`src/rtl/ps2_pkg.sv`:
```
// Shared types and constants for the PS/2 receive controller.
package ps2_pkg;

   // Receive FSM states: waiting for a start bit, shifting data, parity, stop.
   typedef enum logic [1:0] {
      ST_IDLE   = 2'd0,
      ST_DATA   = 2'd1,
      ST_PARITY = 2'd2,
      ST_STOP   = 2'd3
   } ps2_state_t;

   // Start + 8 data + parity + stop.
   localparam int FRAME_BITS = 11;
   localparam int DATA_W     = 8;

   // Odd parity holds when the data bits and the parity bit together carry an odd number of ones.
   function automatic logic parity_ok(input logic [DATA_W-1:0] data, input logic parity);
      return ^{data, parity};
   endfunction

endpackage

```
`src/rtl/ps2_rx_fifo.sv`:
```
// Small synchronous FIFO holding received PS/2 bytes; head is shown combinationally.
module ps2_rx_fifo
   import ps2_pkg::*;
#(
   parameter int DEPTH = 4
) (
   input  logic                     clk,
   input  logic                     rst_n,
   input  logic                     push,
   input  logic [DATA_W-1:0]        push_data,
   input  logic                     pop,
   output logic [DATA_W-1:0]        pop_data,
   output logic                     full,
   output logic                     empty,
   output logic [$clog2(DEPTH):0]   count
);

   localparam int AW = $clog2(DEPTH);
   localparam int CW = AW + 1;

   logic [DATA_W-1:0] mem [DEPTH];
   logic [AW-1:0]     wr_ptr;
   logic [AW-1:0]     rd_ptr;
   logic              do_push;
   logic              do_pop;

   assign full  = (count == CW'(DEPTH));
   assign empty = (count == '0);

   // A push into a full FIFO is only taken when the head leaves in the same cycle.
   assign do_push = push & (~full | pop);
   assign do_pop  = pop & ~empty;

   // Mask the head while empty so the output reads zero out of reset.
   assign pop_data = empty ? '0 : mem[rd_ptr];

   // Storage array: written on push only.
   // NOTE: the data array has no reset; the pointers and count alone define which entries are valid.
   always_ff @(posedge clk) begin
      if (do_push) begin
         mem[wr_ptr] <= push_data;
      end
   end

   // Pointer and occupancy bookkeeping; pointers wrap naturally because DEPTH is a power of two.
   always_ff @(posedge clk or negedge rst_n) begin
      if (!rst_n) begin
         wr_ptr <= '0;
         rd_ptr <= '0;
         count  <= '0;
      end else begin
         if (do_push) wr_ptr <= wr_ptr + 1'b1;
         if (do_pop)  rd_ptr <= rd_ptr + 1'b1;
         case ({do_push, do_pop})
            2'b10:   count <= count + 1'b1;
            2'b01:   count <= count - 1'b1;
            default: count <= count;
         endcase
      end
   end

endmodule

```
`src/rtl/ps2_rx_ctrl.sv`:
```
// PS/2 device-to-host receiver: synchronizes the lines, decodes 11-bit frames,
// buffers good bytes in a FIFO and holds the PS/2 clock off while that FIFO is full.
module ps2_rx_ctrl
   import ps2_pkg::*;
#(
   parameter int FIFO_DEPTH     = 4,
   parameter int TIMEOUT_CYCLES = 2000,
   parameter int SYNC_STAGES    = 2
) (
   input  logic              clk,
   input  logic              rst_n,
   input  logic              ps2_clk_i,
   input  logic              ps2_dat_i,
   output logic              ps2_clk_inhibit,
   output logic [DATA_W-1:0] out_data,
   output logic              out_valid,
   input  logic              out_ready,
   output logic              err_parity,
   output logic              err_frame,
   output logic              err_timeout,
   output logic              err_overflow,
   output logic              busy
);

   localparam int CNT_W = $clog2(FIFO_DEPTH) + 1;
   localparam int TO_W  = $clog2(TIMEOUT_CYCLES + 1);

   logic [SYNC_STAGES-1:0] clk_sync;
   logic [SYNC_STAGES-1:0] dat_sync;
   logic                   clk_prev;
   logic                   clk_s;
   logic                   dat_s;
   logic                   fall;

   ps2_state_t             state;
   logic [2:0]             bit_cnt;
   logic [DATA_W-1:0]      shift_reg;
   logic                   parity_bit;
   logic [TO_W-1:0]        timeout_cnt;

   logic                   pop;
   logic                   frame_good;
   logic                   push;
   logic                   fifo_full;
   logic                   fifo_empty;
   logic [CNT_W-1:0]       fifo_count;

   assign clk_s = clk_sync[SYNC_STAGES-1];
   assign dat_s = dat_sync[SYNC_STAGES-1];
   assign fall  = clk_prev & ~clk_s;

   assign pop        = out_valid & out_ready;
   assign frame_good = (state == ST_STOP) & fall & dat_s & parity_ok(shift_reg, parity_bit);
   assign push       = frame_good & (~fifo_full | pop);

   assign out_valid       = ~fifo_empty;
   assign busy            = (state != ST_IDLE);
   // Only throttle the device between frames; a frame already in flight is always completed.
   assign ps2_clk_inhibit = (fifo_count == CNT_W'(FIFO_DEPTH)) & (state == ST_IDLE);

   // Synchronizer chains for both asynchronous PS/2 lines plus the previous clock sample for edge detect.
   // NOTE: sequential state is assigned with <= so every flop samples the pre-edge values of its neighbours.
   always_ff @(posedge clk or negedge rst_n) begin
      if (!rst_n) begin
         clk_sync <= '1;
         dat_sync <= '1;
         clk_prev <= 1'b1;
      end else begin
         clk_sync <= {clk_sync[SYNC_STAGES-2:0], ps2_clk_i};
         dat_sync <= {dat_sync[SYNC_STAGES-2:0], ps2_dat_i};
         clk_prev <= clk_s;
      end
   end

   // Frame decoder FSM with inter-edge timeout and registered one-cycle error pulses.
   always_ff @(posedge clk or negedge rst_n) begin
      if (!rst_n) begin
         state        <= ST_IDLE;
         bit_cnt      <= '0;
         shift_reg    <= '0;
         parity_bit   <= 1'b0;
         timeout_cnt  <= '0;
         err_parity   <= 1'b0;
         err_frame    <= 1'b0;
         err_timeout  <= 1'b0;
         err_overflow <= 1'b0;
      end else begin
         err_parity   <= 1'b0;
         err_frame    <= 1'b0;
         err_timeout  <= 1'b0;
         err_overflow <= 1'b0;

         if (state == ST_IDLE || fall) begin
            timeout_cnt <= '0;
         end else begin
            timeout_cnt <= timeout_cnt + 1'b1;
         end

         if (fall) begin
            case (state)
               ST_IDLE: begin
                  if (!dat_s) begin
                     state   <= ST_DATA;
                     bit_cnt <= '0;
                  end else begin
                     err_frame <= 1'b1;
                  end
               end
               ST_DATA: begin
                  shift_reg[bit_cnt] <= dat_s;
                  if (bit_cnt == 3'd7) begin
                     state <= ST_PARITY;
                  end else begin
                     bit_cnt <= bit_cnt + 3'd1;
                  end
               end
               ST_PARITY: begin
                  parity_bit <= dat_s;
                  state      <= ST_STOP;
               end
               ST_STOP: begin
                  state        <= ST_IDLE;
                  err_frame    <= ~dat_s;
                  err_parity   <= ~parity_ok(shift_reg, parity_bit);
                  err_overflow <= frame_good & fifo_full & ~pop;
               end
               default: state <= ST_IDLE;
            endcase
         end else if (state != ST_IDLE && timeout_cnt == TO_W'(TIMEOUT_CYCLES - 1)) begin
            state       <= ST_IDLE;
            bit_cnt     <= '0;
            err_timeout <= 1'b1;
         end
      end
   end

   ps2_rx_fifo #(
      .DEPTH (FIFO_DEPTH)
   ) u_fifo (
      .clk       (clk),
      .rst_n     (rst_n),
      .push      (push),
      .push_data (shift_reg),
      .pop       (pop),
      .pop_data  (out_data),
      .full      (fifo_full),
      .empty     (fifo_empty),
      .count     (fifo_count)
   );

endmodule

```
`config.mk`:
```
export PLATFORM = sky130hd
export DESIGN_NAME = ps2_rx_ctrl
export DESIGN_NICKNAME = d
export VERILOG_FILES = /design/src/rtl/ps2_pkg.sv /design/src/rtl/ps2_rx_fifo.sv /design/src/rtl/ps2_rx_ctrl.sv
export SDC_FILE = /design/constraint.sdc
export NUM_CORES = 1
export LEC_CHECK = 0
export CORE_MARGIN = 2
export CORE_UTILIZATION = 66
export CTS_BUF_LIST = sky130_fd_sc_hd__clkbuf_4 sky130_fd_sc_hd__clkbuf_8
export CTS_CLUSTER_DIAMETER = 50
export DETAILED_ROUTE_END_ITERATION = 6
export HOLD_SLACK_MARGIN = 0.05
export PLACE_DENSITY = 0.95
export RECOVER_POWER = 50
export SYNTH_ARGS = -nofsm -noshare
export SYNTH_HDL_FRONTEND = slang
export SYNTH_HIERARCHICAL = 1
export SYNTH_SLANG_ARGS = --single-unit
```
`constraint.sdc`:
```
create_clock -name clk -period 8.3 [get_ports clk]
set_clock_uncertainty 0.05 [all_clocks]
set_input_delay 1.66 -clock clk [delete_from_list [all_inputs] [get_ports clk]]
set_output_delay 1.66 -clock clk [all_outputs]
set_load 0.02 [all_outputs]
```
* After elaboration in Yosys (flattened, before gate mapping)
Memories as Yosys holds them, arrays and structs flattened.
Index checks and enable logic that the tools add are counted.
** Word-level totals
- Flip-flop bits (word level) :: 41
- Bits in latches :: 0
- Bits in writable memories :: 32
- Bits in read-only memories :: 0
- Input port bits :: 5
- Output and inout bits :: 15
- Memories kept :: 1
** Cells by class
- Add/sub/neg operators :: 6
- Multipliers :: 0
- Divide/modulo/power cells :: 0
- $lt $le $gt $ge :: 2
- Equality and inequality tests :: 12
- Shifts and indexed selects :: 0
- Mux-type cells :: 27
- Bitwise logic cells :: 18
- Reductions and logical operators :: 13
** Memory list
- u_fifo.mem :: depth 4, bits a word 8, rd ports 1, clocked after Yosys merged registers in 0, write ports 1, RTL line ps2_rx_fifo.sv:21 : logic [DATA_W-1:0] mem [DEPTH];
** Operator list (count)
- two-way mux 3 bit :: 4
- one-hot mux 3 bit (2 select lines) :: 2
- adder 11 x 1 -> 11 bit (second input constant) :: 1
- AND 1 bit :: 11
- == test 11 bit (second input constant) :: 1
- two-way mux 1 bit :: 11
- two-way mux 11 bit :: 1
- inequality test 3 bit (second input constant) :: 3
- XOR reduction 9 bit :: 1
- bitwise mux 8 bit :: 1
- two-way mux 2 bit :: 4
- two-way mux 8 bit :: 1
- one-hot mux 2 bit (4 select lines) :: 1
- adder 3 x 1 -> 3 bit (second input constant) :: 2
- == test 2 bit (second input constant) :: 3
- == test 3 bit (second input constant) :: 2
- inverter 1 bit :: 6
- nonzero test 2 bit :: 3
- adder 2 x 1 -> 2 bit (second input constant) :: 2
- == test 2 x 1 -> 1 bit (second input constant) :: 2
- < comparator 3 x 4 -> 1 bit (second input constant) :: 1
- AND reduction 2 bit :: 2
- AND reduction 4 bit :: 1
- demux 1 bit (select 3 bit) :: 1
- other kinds (10) :: 11

* Depth between registers and ports, before layout
- Depth in word-level cells :: 9
- Mapped depth :: 14

* Hierarchy
Netlist, hierarchy kept.
** Modules (own cells, without submodules)
- ps2_rx_fifo :: instances 1, cells each 90, area each 1645.3 µm², seq. area each 1136.1 µm²
- ps2_rx_ctrl :: instances 1, cells each 140, area each 1627.8 µm², seq. area each 857.1 µm²

* Least setup slack after synthesis
No wires, ideal clock.
- Kind :: input -> register
- Start point :: input out_ready
- End point :: register u_fifo.count[2]
- Arrival :: 3.216 ns
- Data required time :: 8.125 ns
- Slack :: 4.909 ns
- Stages on the path :: 11
- Path buffers :: 0
- Cell sequence :: nor2b_1 nand2b_1 nor3b_1 o21a_4 inv_1 ha_1 inv_1 fa_1 xor2_1 nor2_1 xor2_1
** On the way
- Cells in the longest elaborated chain, start to end :: 6
- Elaborated cells on any way between the ends :: 9
- Classes of those cells :: eq/ne: 2; mux: 1; bitwise: 5; reduce/logical: 1
** RTL lines
- start, declared :: RTL line ps2_rx_ctrl.sv:17 : input logic out_ready,
- AND 1 bit * :: RTL line ps2_rx_ctrl.sv:52 : assign pop = out_valid & out_ready;
- OR 1 bit * :: RTL line ps2_rx_ctrl.sv:54 : assign push = frame_good & (~fifo_full | pop);
- AND 1 bit * :: RTL line ps2_rx_ctrl.sv:54
- via push :: RTL line ps2_rx_ctrl.sv:43 : logic push;
- AND 1 bit * :: RTL line ps2_rx_fifo.sv:31 : assign do_push = push & (~full | pop);
- == test 2 x 1 -> 1 bit / == test 2 bit (equally long branches) :: RTL line ps2_rx_fifo.sv:54 : case ({do_push, do_pop})
- one-hot mux 3 bit (2 select lines) / nonzero test 2 bit (equally long branches)
- end signal, assigned :: RTL line ps2_rx_fifo.sv:55 : 2'b10: count <= count + 1'b1;
- end signal, assigned :: RTL line ps2_rx_fifo.sv:56 : 2'b01: count <= count - 1'b1;
- end signal, assigned :: RTL line ps2_rx_fifo.sv:57 : default: count <= count;
- end, declared :: RTL line ps2_rx_fifo.sv:15 : output logic [$clog2(DEPTH):0] count
Mark *: on every way through the listed nets, which the timed path passes. The rest lies on a longest branch.
A chain may end at the register's enable or synchronous reset.

* Final worst setup path
- Start point :: register u_fifo.rd_ptr[0]
- End point :: output out_data[7]
** On the way
- Cells in the longest elaborated chain, start to end :: 2
** RTL lines
- start, declared :: RTL line ps2_rx_fifo.sv:23 : logic [AW-1:0] rd_ptr;
- start signal, assigned :: RTL line ps2_rx_fifo.sv:53 : if (do_pop) rd_ptr <= rd_ptr + 1'b1;
- memory (4 x 8 bit)
- two-way mux 8 bit :: RTL line ps2_rx_fifo.sv:35 : assign pop_data = empty ? '0 : mem[rd_ptr];
- end, declared :: RTL line ps2_rx_ctrl.sv:15 : output logic [DATA_W-1:0] out_data,
No other way between the ends.

==> key figures <==
Run status
  • Result of the run: complete, but fails checks
  • Violated checks: capacitance limit, slew limit

Die
  • Die height: roughly 74 um
  • Core Box Area: roughly 4800 sq um
  • Initial Util: 0.6884
  • I/O pins: 20
  • Die W: between 70 and 80 um
  • FP Rows: 25
  • Die ar.: between 5000 and 6000 sq um

STA
  • Crit share post-route: 0.4889
  • Fin. max-slew vios: 42
  • Fmax: 246.4 MHz
  • Hold Vio Cnt, Final: 0
  • RSZ-0062 raised after global routing: false
  • WHS: slightly above 0.3 ns
  • TNS Setup: 0 ns
  • Worst slew margin: -0.4605
  • Minimum clock period: between 4 and 5 ns
  • Worst Tran Pin Value: 2.191 ns
  • Endpoints failing setup: 0

Pwr
  • VDD IR-drop max: 0.1815 mV
  • PwrDens: between 300 and 400 nW/um^2
  • Lkg Pwr: 1.543 nW
  • Total Power: between 1 and 1.5 mW

Synthesis
  • Register bit total from synthesis: 73
  • Syn avg cell area: about 14 sq um
  • Synth Net Count: between 200 and 250
  • Synth unique cells: 40
  • Synthesized cell area: 3273 sq um
  • Cell count after synthesis: 230
  • Syn. warnings: 6
  • Seq/Total Area, Yosys: 0.6089

GRT
  • Overall Global Routing Usage: 0.2276
  • Initial antenna violation count: 0
  • Grt total ovfl: 0
  • Largest net degree at the start of global routing: 42
  • Global-route wire length before repair: between 8 and 9 mm
  • Vias in the first global route: 1906

Drt
  • Total vias in the final route: approximately 1900
  • Iter 0 DRT Violations: between 80 and 90
  • Drt via density: between 5 and 6
  • Drt first pass iters: 4
  • Post-DRT Antenna Nets: 0
  • WL per Instance: 16.76 um
  • DRC Markers: 0
  • Routed WL: 5.448 mm

Final layout
  • Layout net count: approximately 270
  • Area growth syn-to-layout: 13.53%
  • Share of post-route cells with drive strength above 1: 0.1667
  • Largest register FFs: 32
  • Antenna diode count: 0

Job
  • Maximum capacitance violations: 1

CTS
  • Clk slew on worst S/H paths: about 0.07 ns
  • # hold bufs at CTS: 0
  • TritonCTS clock tree: built
  • CTS Buf Count: 9
  • Postcts setup bufs: 0
  • Clk Latency, worst-skew pair: 0.34 ns
  • Post-CTS Resized: 0
  • CTS root buf: clkbuf_8
  • H-tree depth: 3
  • Clock sinks: 73
  • Clk buf depth: 2

Critical path
  • Worst Setup Start Kind: flop
  • CP required: 6.59 ns
  • Critical Path AT: approximately 2.4 ns
  • R2R setup slack: approximately 5.3 ns
  • RR Endpoint: u_fifo/count[2]
  • Critical path fanouts, max: 10
  • Crit path to: out_data[7]
  • Crit path launch: u_fifo/rd_ptr[0]
  • CP endpoint kind: primary output
  • Reg-to-reg startpoint: shift_reg[1]
  • R2R cell count: 12
  • CP Class: reg2out

Placed design
  • Hpwl dp: 3.664 mm
  • Port Buf Inserts: 19
  • Routability cong.: 0.7528

Hold path
  • Hold/Removal Path Class: reg2reg
-- power by group --
group          internal, mW  switching, mW  leakage (nW)
logic                 0.174          0.165         0.602
registers             0.422         0.0623         0.829
clock network         0.178          0.116         0.112
total                 0.774          0.344          1.54
-- metal layers --
layer | track usage | wire length (um)
met5 | 0 | 0
met4 | 0.1349 | 104
met3 | 0.05149 | 177
met2 | 0.3874 | 2887
met1 | 0.2645 | 2278
-- per-stage QoR --
stage,area (sq um),setup WS (ns),cells,util
after floorplan,3273,4.909,230,-
after global placement,3513,4.385,309,0.7389
after detailed placement,3513,4.232,309,0.7389
after CTS,3729,4.183,325,0.7842
after global routing,3716,4.119,325,0.7816
final,3716,4.242,325,0.7816
-- synth_stat cells (all sizes together) --
master / number / area share
dfrtp: 36 / 0.28
edfxtp: 32 / 0.29
and2: 13 / 0.026
inv: 13 / 0.015
mux2: 13 / 0.049
nor2: 13 / 0.015
xor2: 13 / 0.035
ha: 12 / 0.046
nand2: 9 / 0.010
mux4: 8 / 0.055
xnor2: 8 / 0.021
nand3: 7 / 0.011
and3: 6 / 0.011
clkbuf: 5 / 0.0057
dfstp: 5 / 0.040
nand4: 4 / 0.0076
nor3b: 4 / 0.0092
nand2b: 3 / 0.0057
buf: 2 / 0.0031
nand3b: 2 / 0.0046
nor2b: 2 / 0.0038
nor3: 2 / 0.0031
o31ai: 2 / 0.0046
or3b: 2 / 0.0054
a21oi: 1 / 0.0015
a221oi: 1 / 0.0027
and4: 1 / 0.0027
fa: 1 / 0.0061
mux2i: 1 / 0.0031
nor4: 1 / 0.0019
nor4b: 1 / 0.0027
o2111ai: 1 / 0.0027
o21a: 1 / 0.0046
o21ai: 1 / 0.0015
o31a: 1 / 0.0027
or2: 1 / 0.0019
or3: 1 / 0.0023
xnor3: 1 / 0.0069
-- worst min-delay path by stage --
| stage | start | end | slack (ns) | depth (start not counted) |
|---|---|---|---|---|
| detailed placement | clk_sync[0] | clk_sync[1] | 0.30 | 0 |
| CTS | clk_sync[0] | clk_sync[1] | 0.31 | 0 |
| global placement | dat_sync[0] | dat_sync[1] | 0.30 | 0 |
| global route | clk_sync[0] | clk_sync[1] | 0.32 | 0 |
| finish | dat_sync[0] | dat_sync[1] | 0.31 | 0 |
| floorplan | clk_sync[0] | clk_sync[1] | 0.30 | 0 |
-- layout make-up --
| class | instances | area (sq um) |
|---|---|---|
| clock inverters | 4 | 68.82 |
| inverters | 13 | 48.80 |
| repair buffers | 19 | 183.9 |
| well taps | 67 | 83.83 |
| multi-input cells | 137 | 1191 |
| clock buffers | 12 | 146.4 |
| flip-flops and latches | 73 | 1993 |
| fillers | 284 | 1039 |
-- cell usage in the layout, fill, tap and decap left out, types with 2 or more instances in the layout --
cell and count:
dfrtp_1 36, edfxtp_1 32, clkdlybuf4s50_1 16, inv_1 13, xor2_1 13, nor2_1 13
ha_1 12, nand2_1 9, mux2_2 9, clkbuf_8 9, and2_1 9, xnor2_1 8
mux4_2 8, nand3_1 7, and3_1 6, nand4_1 4, nor3b_1 4, dfstp_2 4
and2_2 4, nand2b_1 3, mux2_1 3, clkbuf_4 3, nor2b_1 2, nor3_1 2
or3b_1 2, o31ai_1 2, nand3b_1 2, bufinv_16 2, dlygate4sd3_1 2
-- cell families after synthesis --
family | count (synthesis) | synth area share
buffers and inverters | 20 | 0.02370
xor gates and xnor gates | 22 | 0.06307
DFF | 73 | 0.6089
and+or+nand+nor | 72 | 0.1246
muxes | 22 | 0.1074
AOI/OAI and AO/OA | 8 | 0.02026
adders and majority gates | 13 | 0.05199
-- critical path, stage by stage, from the launching register on --
cell and delay (ns):
dfrtp_1 0.73, mux4_2 0.57, and2_1 0.17, clkdlybuf4s50_1 0.54
No activity file was read; power rests on OpenSTA's default activity.
